==> src/rtl/vm1_bus_arbiter.sv <==
// ---------------------------------------------------------------------------
// vm1_bus_arbiter
//
// Purpose:
//   Bus-side arbiter for a VM1-style CPU. It collects vectored interrupt
//   requests from NCH channels (each level- or edge-triggered), answers the
//   CPU interrupt-acknowledge (IAKO) handshake with the winning channel's
//   vector, arbitrates DMA requests ahead of interrupts, and generates a
//   stretched peripheral INIT pulse.
//
// Ports:
//   clk         in   1        system clock
//   reset_n     in   1        synchronous active-low reset (ignores ce)
//   ce          in   1        clock enable for every non-reset update
//   irq_i       in   NCH      channel interrupt requests
//   irq_en_i    in   NCH      per-channel interrupt enables
//   irq_mask_i  in   1        global interrupt mask (PSW bit 7)
//   vec_i       in   16*NCH   channel vectors, channel i at [16i+15:16i]
//   virq_o      out  1        interrupt request to the CPU
//   iako_i      in   1        CPU interrupt acknowledge
//   vector_o    out  16       vector returned on acknowledge
//   rply_o      out  1        reply to IAKO
//   dmr_i       in   1        DMA request
//   dmgo_o      out  1        DMA grant offer
//   sack_i      in   1        DMA master active
//   bus_hold_o  out  1        CPU bus stalled by DMA
//   init_req_i  in   1        INIT request pulse
//   init_o      out  1        peripheral INIT
//   ack_ch_o    out  4        index of the last acknowledged channel
// ---------------------------------------------------------------------------
module vm1_bus_arbiter #(
    parameter int             NCH       = 4,
    parameter logic [NCH-1:0] EDGE_MASK = '0,
    parameter logic [7:0]     INIT_LEN  = 8'd10
) (
    input  logic              clk,
    input  logic              reset_n,
    input  logic              ce,
    input  logic [NCH-1:0]    irq_i,
    input  logic [NCH-1:0]    irq_en_i,
    input  logic              irq_mask_i,
    input  logic [16*NCH-1:0] vec_i,
    output logic              virq_o,
    input  logic              iako_i,
    output logic [15:0]       vector_o,
    output logic              rply_o,
    input  logic              dmr_i,
    output logic              dmgo_o,
    input  logic              sack_i,
    output logic              bus_hold_o,
    input  logic              init_req_i,
    output logic              init_o,
    output logic [3:0]        ack_ch_o
);

    typedef enum logic [2:0] {
        ST_IDLE       = 3'd0,
        ST_VEC        = 3'd1,
        ST_WAIT_DROP  = 3'd2,
        ST_DMA_OFFER  = 3'd3,
        ST_DMA_ACTIVE = 3'd4
    } state_t;

    state_t           r_state;
    logic [NCH-1:0]   r_edge;
    logic [NCH-1:0]   r_irq_d;
    logic             r_iako_d;
    logic [7:0]       r_init_cnt;
    logic             r_virq;
    logic             r_rply;
    logic             r_dmgo;
    logic             r_bus_hold;
    logic [15:0]      r_vector;
    logic [3:0]       r_ack_ch;

    logic [NCH-1:0]   w_irq_rise;
    logic [NCH-1:0]   w_pending;
    logic [NCH-1:0]   w_eligible;
    logic             w_any;
    logic             w_init_active;
    logic             w_iako_rise;
    logic             w_ack_fire;
    logic [3:0]       w_win_idx;
    logic [NCH-1:0]   w_win_onehot;
    logic [15:0]      w_win_vec;
    logic [NCH-1:0]   w_edge_clr;
    logic [NCH-1:0]   w_edge_nxt;

    // ---------------- request qualification ----------------
    assign w_irq_rise    = irq_i & ~r_irq_d;
    assign w_iako_rise   = iako_i & ~r_iako_d;
    assign w_init_active = (r_init_cnt != 8'd0);

    // Edge channels are represented by their sticky flop, level channels by the raw input.
    assign w_pending  = (r_edge & EDGE_MASK) | (irq_i & ~EDGE_MASK);
    assign w_eligible = (irq_mask_i || w_init_active) ? '0 : (w_pending & irq_en_i);
    assign w_any      = |w_eligible;

    // Fixed priority: scan from the top down so the lowest set index is the last write.
    always_comb begin
        w_win_idx    = 4'd0;
        w_win_onehot = '0;
        w_win_vec    = 16'd0;
        for (int i = NCH - 1; i >= 0; i--) begin
            if (w_eligible[i]) begin
                w_win_idx       = 4'(i);
                w_win_onehot    = '0;
                w_win_onehot[i] = 1'b1;
                w_win_vec       = vec_i[16*i +: 16];
            end
        end
    end

    // An acknowledge is accepted only from IDLE, and only when DMA is not asking in the same update.
    assign w_ack_fire = (r_state == ST_IDLE) && !dmr_i && w_iako_rise && w_any && !init_req_i;

    // A fresh edge on the channel being acknowledged must survive the clear.
    assign w_edge_clr = w_ack_fire ? w_win_onehot : '0;
    assign w_edge_nxt = init_req_i ? '0 : (((r_edge & ~w_edge_clr) | w_irq_rise) & EDGE_MASK);

    // ---------------- registered state and outputs ----------------
    always_ff @(posedge clk) begin
        if (!reset_n) begin
            r_state    <= ST_IDLE;
            r_edge     <= '0;
            r_irq_d    <= '0;
            r_iako_d   <= 1'b0;
            r_init_cnt <= 8'd0;
            r_virq     <= 1'b0;
            r_rply     <= 1'b0;
            r_dmgo     <= 1'b0;
            r_bus_hold <= 1'b0;
            r_vector   <= 16'd0;
            r_ack_ch   <= 4'd0;
        end else if (ce) begin
            r_irq_d  <= irq_i;
            r_iako_d <= iako_i;
            r_edge   <= w_edge_nxt;

            if (init_req_i) begin
                r_init_cnt <= INIT_LEN;
            end else if (w_init_active) begin
                r_init_cnt <= r_init_cnt - 8'd1;
            end

            if (init_req_i) begin
                // INIT aborts any handshake in progress; vector/ack_ch keep their last value.
                r_state    <= ST_IDLE;
                r_virq     <= 1'b0;
                r_rply     <= 1'b0;
                r_dmgo     <= 1'b0;
                r_bus_hold <= 1'b0;
            end else begin
                case (r_state)
                    ST_IDLE: begin
                        if (dmr_i) begin
                            r_state <= ST_DMA_OFFER;
                            r_dmgo  <= 1'b1;
                            r_virq  <= 1'b0;
                        end else if (w_ack_fire) begin
                            r_state  <= ST_VEC;
                            r_rply   <= 1'b1;
                            r_vector <= w_win_vec;
                            r_ack_ch <= w_win_idx;
                            r_virq   <= 1'b0;
                        end else if (w_iako_rise) begin
                            // Nothing to hand out: stay silent and let the bus timeout flag it.
                            r_state <= ST_WAIT_DROP;
                            r_virq  <= w_any;
                        end else begin
                            r_virq <= w_any;
                        end
                    end
                    ST_VEC: begin
                        if (!iako_i) begin
                            r_state <= ST_IDLE;
                            r_rply  <= 1'b0;
                            r_virq  <= w_any;
                        end else begin
                            r_virq <= 1'b0;
                        end
                    end
                    ST_WAIT_DROP: begin
                        r_rply <= 1'b0;
                        r_virq <= w_any;
                        if (!iako_i) begin
                            r_state <= ST_IDLE;
                        end
                    end
                    ST_DMA_OFFER: begin
                        if (sack_i) begin
                            r_state    <= ST_DMA_ACTIVE;
                            r_dmgo     <= 1'b0;
                            r_bus_hold <= 1'b1;
                            r_virq     <= 1'b0;
                        end else if (!dmr_i) begin
                            r_state <= ST_IDLE;
                            r_dmgo  <= 1'b0;
                            r_virq  <= w_any;
                        end else begin
                            r_virq <= 1'b0;
                        end
                    end
                    ST_DMA_ACTIVE: begin
                        if (!sack_i) begin
                            r_state    <= ST_IDLE;
                            r_bus_hold <= 1'b0;
                            r_virq     <= w_any;
                        end else begin
                            r_virq <= 1'b0;
                        end
                    end
                    default: begin
                        r_state    <= ST_IDLE;
                        r_virq     <= 1'b0;
                        r_rply     <= 1'b0;
                        r_dmgo     <= 1'b0;
                        r_bus_hold <= 1'b0;
                    end
                endcase
            end
        end
    end

    assign virq_o     = r_virq;
    assign rply_o     = r_rply;
    assign vector_o   = r_vector;
    assign ack_ch_o   = r_ack_ch;
    assign dmgo_o     = r_dmgo;
    assign bus_hold_o = r_bus_hold;
    assign init_o     = w_init_active;

endmodule
==> config.mk <==
export PLATFORM = sky130hd
export DESIGN_NAME = vm1_bus_arbiter
export DESIGN_NICKNAME = d
export VERILOG_FILES = /design/src/rtl/vm1_bus_arbiter.sv
export SDC_FILE = /design/constraint.sdc
export NUM_CORES = 1
export LEC_CHECK = 0
export ABC_AREA = 1
export CAP_MARGIN = 20
export CORE_ASPECT_RATIO = 2
export CORE_MARGIN = 4
export CORE_UTILIZATION = 36
export CTS_CLUSTER_DIAMETER = 80
export DETAILED_ROUTE_END_ITERATION = 7
export PLACE_DENSITY_LB_ADDON = 0.2
export SLEW_MARGIN = 20
export SYNTH_ARGS = -nofsm -noshare
export SYNTH_HDL_FRONTEND = slang
export SYNTH_SLANG_ARGS = --single-unit
export TNS_END_PERCENT = 20
==> constraint.sdc <==
create_clock -name clk -period 2.1 [get_ports clk]
set_input_delay 0.21 -clock clk [delete_from_list [all_inputs] [get_ports clk]]
set_output_delay 0.21 -clock clk [all_outputs]
set_load 0.02 [all_outputs]
Word level (Yosys, flattened, before mapping)
Index checks and enable logic that the tools add are counted.
- flip-flop bits (word level): 36
- bits in latches: 0
- RAM bits: 0
- memory bits (read-only): 0
- input bits: 80
- output and inout bits: 25
- word-level logic and storage cells: 94
- memories: 0
- add/sub/neg operators: 1
- multipliers: 0
- div/mod/pow operators: 0
- $lt $le $gt $ge: 0
- equal/unequal tests: 16
- shifts and indexed selects: 0
- muxes and demuxes: 42
- bitwise logic cells: 5
- reductions and logical operators: 21
- operator list (operator ; count):
    $mux 16 ; 4
    $mux 3 ; 8
    $mux 1 ; 18
    $ne 3x3->1 const B ; 6
    $mux 8 ; 2
    $reduce_and 5->1 ; 3
    $pmux 3 s4 ; 1
    $pmux 1 s3 ; 3
    $mux 4 ; 2
    $reduce_and 4->1 ; 2
    $reduce_bool 8->1 ; 1
    $sub 8x1->8 const B ; 1
    $eq 3x2->1 const B ; 2
    $mux 2 ; 3
    $ne 2x1->1 const B ; 3
    $reduce_or 3->1 ; 2
    $ne 5x5->1 const B ; 1
    $pmux 1 s5 ; 1
    $and 4x4->4 ; 1
    $logic_and 1x1->1 ; 4
    $ne 4x4->1 const B ; 1
    $reduce_or 2->1 ; 2
    $reduce_or 4->1 ; 1
    $eq 3x1->1 const B ; 1
    other kinds (9) ; 12

Depth between registers and ports, before layout
Gate-level depths: netlist (run 1).
- depth after elaboration: 10
- depth in mapped cells: 13
- gate-level depth less buffers: 12

Least setup slack after synthesis (run 1)
No wires, ideal clock.
- kind: register to register
- start: reg r_init_cnt[0]
- end: reg r_vector[2], in the netlist vector_o[2]
- setup time: 113 ps
- data arrival time: 1553 ps
- path slack: 434 ps
- stages on the path, launching flop included: 13
- path through: dfxtp_1 -> inv_1 -> ha_1 -> nand2_1 -> nor2_8 -> nand2_1 -> nor2_2 -> inv_2 -> buf_2 -> o21ai_0 -> nor2_1 -> nor2_1 -> nor2_1
- word-level cells in the longest chain between the ends: 7
- elaborated cells between the ends (all ways): 11
- ends and longest elaborated chain (what ; RTL line ; source):
    start: declaration ; 68 ; logic [7:0] r_init_cnt;
    start signal: assignment ; 143 ; r_init_cnt <= r_init_cnt - 8'd1;
    $reduce_bool 8->1 (*) ; 92 ; assign w_init_active = (r_init_cnt != 8'd0);
    $logic_or 1x1->1 (*) ; 96 ; assign w_eligible = (irq_mask_i || w_init_active) ? '0 : (w_pending & irq_en_i);
    $mux 4 (*) ; 96 ;
    $reduce_or 4->1 or $mux 16 (tied branches) ; 97, 105 ;
    $logic_and 1x1->1 or $mux 16 (tied branches) (2 in series) ; 115, 105 ;
    $reduce_and 5->1 (no line) or $mux 16 (tied branches) ; - ;
    end signal: assignment ; 163 ; r_vector <= w_win_vec;
    end: declaration ; 73 ; logic [15:0] r_vector;
Mark *: on every way between the ends. The rest lies on a longest branch, timed or not.
A chain may end at the register's enable or synchronous reset.

Worst setup path after layout (run 1)
- start: reg r_init_cnt[0]
- end: reg r_vector[3], in the netlist vector_o[3]
Same word-level chain as after synthesis.

==> results of run 1 <==
[what timing repair did]
| item | in CTS | in global routing |
|---|---|---|
| hold endpoints to repair | 0 | 0 |
| gates cloned | 0 | 1 |
| resized for setup | 1 | 7 |
| hold buffers | 0 | 0 |
| pin swaps | 0 | 2 |
| setup endpoints to repair | 1 | 17 |
[worst min-delay path by stage]
stage                             start            end  slack [ns]  depth (start not counted)
final                       ack_ch_o[1]    ack_ch_o[1]        0.45                          2
after CTS                   ack_ch_o[1]    ack_ch_o[1]        0.45                          2
after floorplan                 reset_n    ack_ch_o[0]        0.35                          2
after global routing        ack_ch_o[1]    ack_ch_o[1]        0.48                          2
after global placement    r_init_cnt[0]  r_init_cnt[0]        0.43                          1
after detailed placement    ack_ch_o[1]    ack_ch_o[1]        0.44                          2
[where the power goes]
group | total [uW] | internal (uW) | leakage (uW) | switching, uW
Clock | 743 | 469 | 0.0000729 | 274
Sequential | 696 | 673 | 0.000276 | 23.2
Combinational | 583 | 273 | 0.00121 | 310
[final cells by class]
cell class | instances | area (um2)
repair buffers | 111 | 1090
fillers | 617 | 2520
clock inverters | 2 | 12.5
clock buffers | 6 | 139
inverters | 49 | 188
multi-input cells | 267 | 1300
flip-flops and latches | 34 | 681
well taps | 63 | 78.8
[layout by cell type (no fill, tap or decap), types with 3 or more instances in the layout]
cell type,netlist,routed
o21ai_0,40,39
buf_4,3,9
o21ai_1,22,23
nand2_2,2,3
nor2_1,82,82
clkdlybuf4s50_1,0,101
dfxtp_1,34,34
nor3_1,4,4
nand3_1,7,7
clkbuf_16,0,5
nand2_1,51,50
a21oi_1,32,32
inv_1,46,46
nand4_1,5,5
a31oi_1,3,3
[cell usage after synthesis, drive strengths merged]
master / instances / area share (%)
o21ai: 62 / 14
ha: 2 / 1.1
nor3b: 1 / 0.34
nor3: 5 / 1.3
nand4: 6 / 2.0
buf: 11 / 3.4
clkbuf: 5 / 0.84
inv: 49 / 8.3
dfxtp: 34 / 31
nand3: 9 / 2.5
nor2: 85 / 16
or2: 1 / 0.28
conb: 1 / 0.17
a31oi: 3 / 0.84
a221oi: 1 / 0.39
o211ai: 4 / 2.2
a21oi: 32 / 7.2
nand2: 53 / 9.2
[stage by stage]
step                      cells   TNS [ns]  power (uW)  utilization, %  instance area, um2
after floorplan             365          0        1020               -                2230
after global placement      523          0        1260            55.0                3300
after detailed placement    523  -0.000514        1270            55.0                3300
after CTS                   531          0        2020            57.5                3450
after global routing        532          0        2140            58.1                3490
final                       532          0        2020            58.1                3490
[worst max-delay path, stage by stage (launching register included)]
cell and delay, ns:
dfxtp_1 0.32, inv_1 0.10, ha_1 0.17, nand2_2 0.11, nor2_8 0.16, nand2_1 0.08
nor2_2 0.16, inv_4 0.14, o21ai_1 0.25, nor2_1 0.08, nor2_1 0.12, nor2_1 0.06
[routing by layer]
layer / part of all wire [%] / wire length, um / vias up / global-route usage (%)
li1: - / - / 1376 / -
met1: 34 / 2570 / 1179 / 17.7
met2: 57 / 4330 / 100 / 42.6
met3: 5.6 / 425 / 18 / 4.53
met4: 3.1 / 235 / 0 / 8.53
met5: 0 / 0 / - / 0
[registers in the layout, summed over array words and instances (netlist names)]
| signal | cells |
|---|---|
| ack_ch_o | 2 |
| bus_hold_o | 1 |
| dmgo_o | 1 |
| r_iako_d | 1 |
| r_init_cnt | 8 |
| r_state | 3 |
| rply_o | 1 |
| vector_o | 16 |
| virq_o | 1 |
[cell families after synthesis]
group	after synthesis	share of synthesized area, %
AOI/OAI and AO/OA	102	24.6
buffers and inverters	65	12.5
DFF	34	30.6
adders and majority gates	2	1.12
other	1	0.168
and+or+nand+nor	160	31.1
==> results.toml, run 1 <==
[power]
ir_drop_mv = 0.442
leakage_uw = 0.00155
power_density_mw_per_mm2 = 580

[sta]
fmaxAchievable_ghz = 0.533
setup-violations-final = 0
fin_crit_sh_pct = 89.3
fin_ws_ns = 0.225
holdWs_ns = 0.446
hold_violations = 0
clock_skew_ns = 0.00450
min_period_ns = 1.87
slew_violations = 0
rsz0062_at_grt = "no"

[clock_network]
postCtsSetupBuffers = 0
clk_path_buf_depth = 2
clk_pin_slew_worst_paths_ns = 0.06
clk_latency_ns = 0.28
tritoncts = "built"
clock-sinks = 34
clock-root-buffer = "clkbuf_16"
cts.htree.levels = 2
numCtsBuffers = 5

[min_path]
hold_path.class = "reg2reg"

[floorplan]
die-area_mm2 = 0.00758
dieHeight_um = 119
core_area_mm2 = 0.00601
row_count = 40
boundaryPins = 105
die_x_um = 63.6
initial_core_util_pct = 37.1

[global_route]
grt_overflow_total = 0
grt_pass1_vias = 2762
grtUsageTotal_pct = 20.6
grt_max_degree = 33
grt_pass1_wl_um = 12300
grt_antenna_before_repair = 0

[finish]
syn_to_final_growth_pct = 56.8
antennaDiodeCount = 0
nets = 550
layout-drive-gt1-share_pct = 7.25

[worst_setup_path]
crit_type = "reg2reg"
cp-endpoint = "vector_o[3]"
reg2reg_from = "r_init_cnt[0]"
required_ns = 2.27
regToRegSetupSlack_ns = 0.23
cp_data_arrival_time_ns = 2.05
r2r-end = "vector_o[3]"
path_max_fanout = 32
start_kind = "register"
endpoint_kind = "register"
r2r_cells = 11
critPathLaunch = "r_init_cnt[0]"

[route]
antenna_left = 0
dr.pass1.iters = 4
totalWireLength_um = 7560
drtIter0Drc = 185
viasPerCell = 5.02
drc = 0
routedWlPerCell_um = 14.2
via_count = 2673

[synth]
synth.distinct_cells = 31
synth_cells = 364
yosysWarnings = 0
syn_area_mm2 = 0.00223
synth.avg_cell_area_um2 = 6.12
synth-seq-area-share_pct = 30.6
synth-seq-cells = 34

[place]
port_buffers = 102
post-place-ws_ns = -0.000514
dpl.hpwl_um = 6270
gp_congestion = 0.888

[status]
outcome = "complete, no violations"

[flow_run]
cap_viol_max_count = 0
Power figures use the tool's default switching activity.
==> inputs of run 2 (changes only) <==
ABC_CLOCK_PERIOD_IN_PS = 2100   (was not set)
==> results of run 2 <==
The final DEF is identical to that of run 1; final timing and power are the same.
==> inputs of run 3 (changes only) <==
==> constraint.sdc (replaced) <==
create_clock -name clk -period 2.1 [get_ports clk]
set_input_delay 0.42 -clock clk [delete_from_list [all_inputs] [get_ports clk]]
set_output_delay 0.42 -clock clk [all_outputs]
set_load 0.02 [all_outputs]
==> run 3 against run 2 <==
  * First-iteration DRC count fell by 41%
  * Count of clock-buffer cells in the layout rose by 2
  * Non-clock buffer count rose by 20
  * Largest cell class unchanged
  * Largest power group unchanged
  * Highest routed layer unchanged
==> results.toml, run 3 (same netlist as run 1, synthesis figures left out) <==
[status]
outcome = "complete, no violations"

[route]
viasPerCell = 5.00
via_count = 2754
drc = 0
antenna_left = 0
routedWlPerCell_um = 13.9
totalWireLength_um = 7670
drtIter0Drc = 110
dr.pass1.iters = 5

[place]
placedCellCount = 541
dpl.hpwl_um = 6380
place_area_mm2 = 0.00346
gp_congestion = 0.932
port_buffers = 102

[global_route]
grtUsageTotal_pct = 20.6
grt_max_degree = 24
grt_overflow_total = 0
grt_antenna_before_repair = 0
grt_pass1_wl_um = 12300
grt_pass1_vias = 2811

[finish]
area.sequential_um2 = 681
stdcell_count = 551
nFillCells = 568
fin_area_mm2 = 0.00366
final_util_pct = 60.9
mostFrequentLayoutCell = "clkdlybuf4s50_1"
largest_register_ffs = 16
layout-drive-gt1-share_pct = 11.1
multi_input_area_mm2 = 0.00128
antennaDiodeCount = 0
final_cell_mix = "101 x clkdlybuf4s50_1, 82 x nor2_1, 50 x nand2_1, 46 x inv_1, 38 x o21ai_0"
syn_to_final_growth_pct = 64.4
nets = 569

[worst_setup_path]
cp_data_arrival_time_ns = 1.52
critPathLaunch = "r_init_cnt[0]"
endpoint_kind = "primary output"
reg2reg_from = "r_init_cnt[0]"
required_ns = 1.68
r2r_cells = 14
path_max_fanout = 8
crit_type = "reg2out"
start_kind = "register"

[min_path]
hold_path.class = "reg2reg"
min_from = "ack_ch_o[1]"
hold_depth = 2

[power]
p_int_uw = 1530
power_density_mw_per_mm2 = 582
clockPowerShare_pct = 37.5
leakage_uw = 0.00166
finalPower_uw = 2130
seqPwrFrac_pct = 32.7
p_sw_uw = 599
combPwrFrac_pct = 29.8
ir_drop_mv = 0.376
sw_frac_of_total_pct = 28.1

[floorplan]
row_count = 40
die_x_um = 63.6
initial_core_util_pct = 37.1
core_area_mm2 = 0.00601
die-area_mm2 = 0.00758
dieHeight_um = 119
boundaryPins = 105

[sta]
setup-violations-final = 0
holdWs_ns = 0.449
clock_skew_ns = 0.00401
fmaxAchievable_ghz = 0.516
fin_crit_sh_pct = 92.2
rsz0062_at_grt = "no"
min_period_ns = 1.94
slew_violations = 0
hold_violations = 0

[clock_network]
cts.htree.levels = 2
numCtsBuffers = 5
clk_path_buf_depth = 2
clk_latency_ns = 0.28
clk_pin_slew_worst_paths_ns = 0.05
clock-sinks = 34
cts_hold_buf = 0
tritoncts = "built"
clock-root-buffer = "clkbuf_16"

[flow_run]
cap_viol_max_count = 0
## run 3: changes by cell type in the layout (fill, tap and decap cells not counted)
cell	change
clkinvlp_4	-1
inv_4	+1
nand3_4	-2
buf_4	+18
clkbuf_8	+2
clkinv_2	-2
o21ai_2	+1
o21ai_0	-1
nand3_2	+2
buf_12	+2
dlygate4sd2_1	+1
dlymetal6s2s_1	-1
nor2_2	-1
## run 3: cell type report
| type | instances | share of cell area, % |
|---|---|---|
| Multi-Input combinational cell | 266 | 35.0 |
| Timing Repair Buffer | 131 | 34.5 |
| Sequential cell | 34 | 18.6 |
| Inverter | 49 | 5.16 |
| Clock buffer | 8 | 4.55 |
| Tap cell | 63 | 2.15 |
## run 3: through the flow
stage          setup TNS (ns)  setup WS (ns)
3_5_place_dp           -0.132        -0.0777
3_3_place_gp          -0.0631        -0.0545
4_1_cts                     0         0.0565
6_report                    0          0.163
5_1_grt                     0         0.0277
2_1_floorplan               0          0.434
## run 3: power by group through the flow
stage | Sequential (uW) | Clock, uW | Combinational (uW)
after global routing | 699 | 840 | 701
final | 695 | 799 | 635
after floorplan | 709 | 0 | 313
after global placement | 708 | 0 | 610
after detailed placement | 709 | 0 | 617
after CTS | 695 | 817 | 615
## run 3: worst max-delay path, stage by stage, from the launching register on
cell	delay (ns)
dfxtp_1	0.32
inv_1	0.10
ha_1	0.18
nand2_2	0.09
nor2_8	0.19
inv_1	0.05
dlygate4sd2_1	0.31
## run 3: per-layer routing
metal / vias to the layer above / share of wire (%) / track usage [%] / wire length [um]
met5: - / 0 / 0 / 0
met4: 0 / 2.9 / 7.85 / 222
met3: 20 / 5.2 / 4.43 / 399
met2: 95 / 59 / 43.4 / 4500
met1: 1217 / 33 / 17.4 / 2550
li1: 1422 / - / - / -
## run 3: final timing paths
check | slack [ns] | end
setup / recovery | 0.16 | init_o
setup reg to reg | 0.21 | vector_o[7]
hold / removal | 0.45 | ack_ch_o[1]
hold reg to reg | 0.45 | ack_ch_o[1]
## run 3: timing repair
action,CTS,global route
pin swaps,1,1
gates resized for setup,1,9
setup endpoints to repair,1,10
buffers inserted,0,2
cloned,0,0
